<file path="src/rtl/rca_operand_feeder.sv">
// Clocked front/back-end for a combinational ripple-carry adder: queues operand triples,
// holds them on the adder for a settle window, then registers sum/carry behind valid/ready.
//   state    | meaning
//   S_IDLE   | no operands on the adder, waiting for the FIFO to go non-empty
//   S_SETTLE | operands driven, counting down the ripple settle window
//   S_HOLD   | result captured and presented, waiting for out_ready
module rca_operand_feeder #(
  parameter int WIDTH         = 4,
  parameter int SETTLE_CYCLES = 2,
  parameter int FIFO_DEPTH    = 4
) (
  input  logic             clk,
  input  logic             rst,
  input  logic             in_valid,
  output logic             in_ready,
  input  logic [WIDTH-1:0] in_a,
  input  logic [WIDTH-1:0] in_b,
  input  logic             in_cin,
  output logic [WIDTH-1:0] a,
  output logic [WIDTH-1:0] b,
  output logic             cin,
  input  logic [WIDTH-1:0] sum,
  input  logic             carry,
  output logic             out_valid,
  input  logic             out_ready,
  output logic [WIDTH-1:0] out_sum,
  output logic             out_carry
);

  localparam int AW = (FIFO_DEPTH > 1) ? $clog2(FIFO_DEPTH) : 1;
  localparam int EW = 2 * WIDTH + 1;
  localparam int CW = 4;

  typedef enum logic [1:0] {
    S_IDLE   = 2'd0,
    S_SETTLE = 2'd1,
    S_HOLD   = 2'd2
  } state_t;

  state_t r_state;
  state_t w_state_nxt;

  logic [EW-1:0]  r_mem [FIFO_DEPTH];
  logic [AW:0]    r_wr_ptr;
  logic [AW:0]    r_rd_ptr;
  logic [CW-1:0]  r_cnt;
  logic [WIDTH-1:0] r_a;
  logic [WIDTH-1:0] r_b;
  logic           r_cin;
  logic [WIDTH-1:0] r_out_sum;
  logic           r_out_carry;
  logic           r_out_valid;

  logic           w_full;
  logic           w_empty;
  logic           w_push;
  logic           w_pop;
  logic           w_capture;
  logic           w_release;
  logic [EW-1:0]  w_head;

  // Pointers carry one extra wrap bit so full and empty are distinguishable.
  assign w_empty = (r_wr_ptr == r_rd_ptr);
  assign w_full  = (r_wr_ptr[AW] != r_rd_ptr[AW]) &&
                   (r_wr_ptr[AW-1:0] == r_rd_ptr[AW-1:0]);
  assign in_ready = !w_full;
  assign w_push   = in_valid && !w_full;
  assign w_head   = r_mem[r_rd_ptr[AW-1:0]];

  always_ff @(posedge clk) begin
    if (w_push) begin
      r_mem[r_wr_ptr[AW-1:0]] <= {in_a, in_b, in_cin};
    end
  end

  always_ff @(posedge clk or posedge rst) begin
    if (rst) begin
      r_wr_ptr <= '0;
      r_rd_ptr <= '0;
    end else begin
      if (w_push) begin
        r_wr_ptr <= r_wr_ptr + (AW+1)'(1);
      end
      if (w_pop) begin
        r_rd_ptr <= r_rd_ptr + (AW+1)'(1);
      end
    end
  end

  always_ff @(posedge clk or posedge rst) begin
    if (rst) begin
      r_state <= S_IDLE;
    end else begin
      r_state <= w_state_nxt;
    end
  end

  // Emptiness is judged before the edge, so a push on a release edge waits for IDLE.
  always_comb begin
    w_state_nxt = r_state;
    w_pop       = 1'b0;
    w_capture   = 1'b0;
    w_release   = 1'b0;
    unique case (r_state)
      S_IDLE: begin
        if (!w_empty) begin
          w_pop       = 1'b1;
          w_state_nxt = S_SETTLE;
        end
      end
      S_SETTLE: begin
        if (r_cnt == CW'(1)) begin
          w_capture   = 1'b1;
          w_state_nxt = S_HOLD;
        end
      end
      S_HOLD: begin
        if (out_ready) begin
          w_release = 1'b1;
          if (!w_empty) begin
            w_pop       = 1'b1;
            w_state_nxt = S_SETTLE;
          end else begin
            w_state_nxt = S_IDLE;
          end
        end
      end
      default: begin
        w_state_nxt = S_IDLE;
      end
    endcase
  end

  always_ff @(posedge clk or posedge rst) begin
    if (rst) begin
      r_a   <= '0;
      r_b   <= '0;
      r_cin <= 1'b0;
      r_cnt <= '0;
    end else begin
      if (w_pop) begin
        {r_a, r_b, r_cin} <= w_head;
        r_cnt             <= CW'(SETTLE_CYCLES);
      end else if (r_state == S_SETTLE && r_cnt != '0) begin
        r_cnt <= r_cnt - CW'(1);
      end
    end
  end

  always_ff @(posedge clk or posedge rst) begin
    if (rst) begin
      r_out_sum   <= '0;
      r_out_carry <= 1'b0;
      r_out_valid <= 1'b0;
    end else begin
      if (w_capture) begin
        r_out_sum   <= sum;
        r_out_carry <= carry;
        r_out_valid <= 1'b1;
      end else if (w_release) begin
        r_out_valid <= 1'b0;
      end
    end
  end

  assign a         = r_a;
  assign b         = r_b;
  assign cin       = r_cin;
  assign out_sum   = r_out_sum;
  assign out_carry = r_out_carry;
  assign out_valid = r_out_valid;

endmodule

</file>
<file path="config.mk">
export PLATFORM = sky130hd
export DESIGN_NAME = rca_operand_feeder
export DESIGN_NICKNAME = d
export VERILOG_FILES = /design/src/rtl/rca_operand_feeder.sv
export SDC_FILE = /design/constraint.sdc
export NUM_CORES = 1
export LEC_CHECK = 0
export BUFFER_PORTS_ARGS = -buffer_cell sky130_fd_sc_hd__buf_2
export CAP_MARGIN = 0
export CORE_ASPECT_RATIO = 1.2
export CORE_UTILIZATION = 51
export DETAILED_ROUTE_END_ITERATION = 8
export PLACE_DENSITY = 0.78
export SLEW_MARGIN = 20
export SYNTH_ARGS = -nofsm -noshare
export SYNTH_HDL_FRONTEND = slang
export SYNTH_SLANG_ARGS = --single-unit
</file>
<file path="constraint.sdc">
create_clock -name clk -period 2 [get_ports clk]
set_clock_uncertainty 0.15 [all_clocks]
set_input_delay 0 -clock clk [delete_from_list [all_inputs] [get_ports clk]]
set_output_delay 0 -clock clk [all_outputs]
set_load 0.005 [all_outputs]
</file>
# Word-level counts from Yosys, hierarchy flattened
# Memories as Yosys holds them, arrays and structs flattened. A register that Yosys moved wholly into a read port is not among the register bits.
# Index checks and enable logic that the tools add are counted.
# op_classes
n_addsub	3
eq_ne	9
mux	18
reduce_logical	9
# op_table
cell	count
$mux 1	11
$mux 4	2
$add 3x1->3 const B	2
$mux 2	3
$ne 2x2->1 const B	3
$pmux 2 s3	1
$eq 4x1->1 const B	1
$reduce_bool 2->1	2
$reduce_bool 4->1	1
$sub 4x1->4 const B	1
$eq 3x3->1	1
$logic_and 1x1->1	3
$reduce_and 3->1	1
$eq 2x1->1 const B	1
$eq 2x2->1	1
$eq 2x2->1 const B	1
$logic_not 2->1	1
$pmux 1 s2	1
$logic_not 1->1	1
$ne 1x1->1	1
# word_totals
regBits	18
ramBits	36
output_inout_bits	16
memories	1
# mem_list
name	words	word_bits	rd	rd_clocked_by_memory_dff	write_ports	line	rtl
r_mem	4	9	1	1	1	43	logic [EW-1:0] r_mem [FIFO_DEPTH];

# Depth between registers and ports, before layout
# logic_depth
ltp_word	6
ltp_mapped	5
depth_no_buf	5

# Least setup slack after synthesis
# No wires, ideal clock.
# synth_path
kind	reg-to-reg
from	register r_wr_ptr[1]
to	memory r_mem[3][0] (netlist name), enable pin
setup_ps	384
arrival_ps	1317
required_time_ps	1466
setup_slack_ps	149
path_stages_with_launch	3
n_path_buf	0
period_less_slack_ps	1851
cell_sequence	dfrtp_1 xnor2_1 a31oi_1
# synth_between
elab_chain_len	6
# synth_lines
item	line	rtl
start: declaration	44	logic [AW:0] r_wr_ptr;
start signal: assignment	82	r_wr_ptr <= r_wr_ptr + (AW+1)'(1);
$eq 2x2->1	65	(r_wr_ptr[AW-1:0] == r_rd_ptr[AW-1:0]);
$logic_and 1x1->1	64	assign w_full = (r_wr_ptr[AW] != r_rd_ptr[AW]) &&
$logic_not 1->1	67	assign w_push = in_valid && !w_full;
$logic_and 1x1->1	67	
$mux 1	71	if (w_push) begin
$mux 1 (not written as such)	72	r_mem[r_wr_ptr[AW-1:0]] <= {in_a, in_b, in_cin};
end: declaration	43	
# Parallel ways exist; a longest one is shown, timed or not.

# Worst setup path after layout
# layout_path
from	register r_wr_ptr[0]
to	memory r_mem[2][2] (netlist name), enable pin
# The elaborated chain is that of the path after synthesis.

==> qor.yml <==
endpoint: "r_mem[2][2]$_DFFE_PP_"
synth_nets: 176
cts_buffer_depth: 2
tightest_slew_ns: 0.579
drt_iter0_markers: 67
fin_tns_setup_ns: 0
ff2ff_path_depth: 5
drtAntennaViolNets: 0
finalSetupViolCount: 0
port_buffers: 33
ioPinCount: 34
critPathMaxFanout: 9
grt_max_degree: 28
clk-insertion-delay-late_ns: 0.33
first_pass_iters: 4
yosysTopAreaCellShare_pct: 41.7
dieArea_sq_mm: 0.00537
hold-worst-slack_ns: 0.116
grt_setup_unrepaired: "false"
rrSetupSlack_ns: 0.17
synth_top_area_cell: "edfxtp_1"
grt.overflow.total: 0
hpwlAfterDp_um: 3000
synth_area_sq_mm: 0.00259
r2r-end: "r_mem[2][2]$_DFFE_PP_"
synth_cell_types: 30
worstSetupStartpointType: "flop"
postCtsSetupBuffers: 0
power.total_uw: 4990
hp-class: "in -> async"
status: "finished clean"
routed-via-count: 1479
p_leak_uw: 0.00133
finalHoldViolations: 0
htree_levels: 3
fin_area_sq_mm: 0.00330
cts_buffers: 9
diodes: 0
globalplace.congestion: 0.726
grt_pass1_wl_um: 7030
post_drt_wl_per_cell_um: 15.9
arrival_ns: 1.73
powerDensity_mw_per_mm2: 1510
fin_crit_sh_pct: 91.6
placed_area_sq_mm: 0.00293
startpoint: "r_wr_ptr[0]$_DFFE_PP0P_"
ys_seq_elements: 63
synth.yosys.seq_area_share_pct: 67.8
r2r_start: "r_wr_ptr[0]$_DFFE_PP0P_"
die_w_um: 67.1
slew_violations: 0
drc_errors: 0
period_needed_ns: 1.83
cts_tree: "done"
path_clk_slew_ns: 0.06
start_util_pct: 52.9
max-vdd-ir-drop_v: 0.00116
synthCells: 150
final_nets: 244
area_delta_synth_final_pct: 27.1
final_cell_mix: "edfxtp_1 (36), buf_2 (33), dfrtp_1 (27)"
cts-root-buf: "clkbuf_8"
routed_via_density: 5.23
drive_gt1_share_pct: 36.3
ys_warn_count: 0
max-slew-margin-rel_pct: 61.3
die_h_um: 80.1
required_ns: 1.89
netlist_top_cells_area: "edfxtp_1 (42%), dfrtp_1 (26%), mux4_2 (7.8%), mux2_2 (5.2%), ha_1 (3.9%)"
drt_wl_total_um: 4500
core_area_sq_mm: 0.00490
synth_area_per_cell_sq_um: 17.3
mostFrequentLayoutCell: "edfxtp_1"
fmax_ghz: 0.546
antenna_found_initial: 0
critical_path_class: "reg -> reg"
gr-usage-all-layers_pct: 19.5
critPathCaptureType: "flop"
drv_cap: 0
clock-sinks: 63
rows: 28
grt_pass1_vias: 1506
synthesized netlist by cell type:
| cell type | instances |
|---|---|
| edfxtp_1 | 36 |
| dfrtp_1 | 27 |
| mux2_2 | 12 |
| mux4_2 | 9 |
| ha_1 | 8 |
| inv_1 | 7 |
| mux2_1 | 5 |
| a21oi_1 | 4 |
| xnor2_1 | 4 |
| xor2_1 | 4 |
| and2_1 | 3 |
| nand2_1 | 3 |
| o21ai_0 | 3 |
| or3_1 | 3 |
| a31oi_1 | 2 |
| clkbuf_1 | 2 |
| nand2b_1 | 2 |
| nor2_1 | 2 |
| nor3b_1 | 2 |
| or4_1 | 2 |
| a311oi_1 | 1 |
| a311oi_4 | 1 |
| buf_2 | 1 |
| buf_6 | 1 |
| nand3_1 | 1 |
| nor2b_1 | 1 |
| nor3_1 | 1 |
| nor4b_1 | 1 |
| o21a_1 | 1 |
| o21bai_1 | 1 |
final cells by class:
| class | count | area, sq um |
|---|---|---|
| Fill cell | 351 | 1610 |
| Sequential cell | 63 | 1760 |
| Clock inverter | 4 | 47.5 |
| Clock buffer | 12 | 135 |
| Tap cell | 60 | 75.1 |
| Multi-Input combinational cell | 76 | 800 |
| Inverter | 7 | 26.3 |
| Timing Repair Buffer | 61 | 455 |
power breakdown:
part	internal [uW]	leakage [uW]	total [uW]	switching, uW
sequential	1850	0.000651	2110	259
clock	572	0.0000904	1010	442
combinational	1010	0.000587	1870	861
total	3430	0.00133	4990	1560
cells by family after synthesis:
logic type	Yosys count	share of synthesized area (%)
adders and majority gates	8	3.86
xor gates and xnor gates	8	2.70
AOI/OAI and AO/OA	13	3.76
buffers and inverters	11	1.93
and+or+nand+nor	21	4.78
DFF	63	67.8
muxes	26	15.2
worst max-delay path, stage by stage, from the launching register on:
cell     delay [ns]
dfrtp_1        0.43
xnor2_1        0.19
buf_4          0.17
a31oi_2        0.23
and2_1         0.22
buf_12         0.15
state kept, by name (all words and copies together) (netlist names):
register,cells
a,4
b,4
cin,1
out_carry,1
out_sum,4
out_valid,1
r_cnt,4
r_mem,36
r_rd_ptr,3
r_state,2
r_wr_ptr,3
stage by stage:
stage	setup slack (ns)	utilization [%]	cells
6_report	0.169	67.2	283
5_1_grt	0.0619	67.2	283
4_1_cts	0.0643	66.9	283
3_5_place_dp	0.0823	59.7	250
3_3_place_gp	0.152	59.7	250
2_1_floorplan	0.149	-	150
worst min path at each step:
stage | from | end | slack [ns]
global route | rst | r_cnt[3]$_DFFE_PP0P_ | 0.19
detailed placement | rst | r_cnt[0]$_DFFE_PP0P_ | -0.07
finish | rst | r_cnt[0]$_DFFE_PP0P_ | 0.12
CTS | rst | cin$_DFFE_PP0P_ | 0.11
floorplan | rst | a[0]$_DFFE_PP0P_ | -0.1
global placement | rst | a[2]$_DFFE_PP0P_ | -0.07
layer usage:
layer | global-route usage (%) | up-vias | share of wire (%)
li1 | - | 700 | -
met5 | 0 | - | 0
met3 | 4.97 | 10 | 2.3
met1 | 19.2 | 742 | 38
met4 | 14.5 | 0 | 2.6
met2 | 34.2 | 27 | 57
timing repair:
action	in CTS	in global routing
endpoints found under the setup margin	0	30
endpoints found under the hold margin	71	0
resized for setup	0	2
hold buffers	17	0
(Power assumes the default switching activity.)
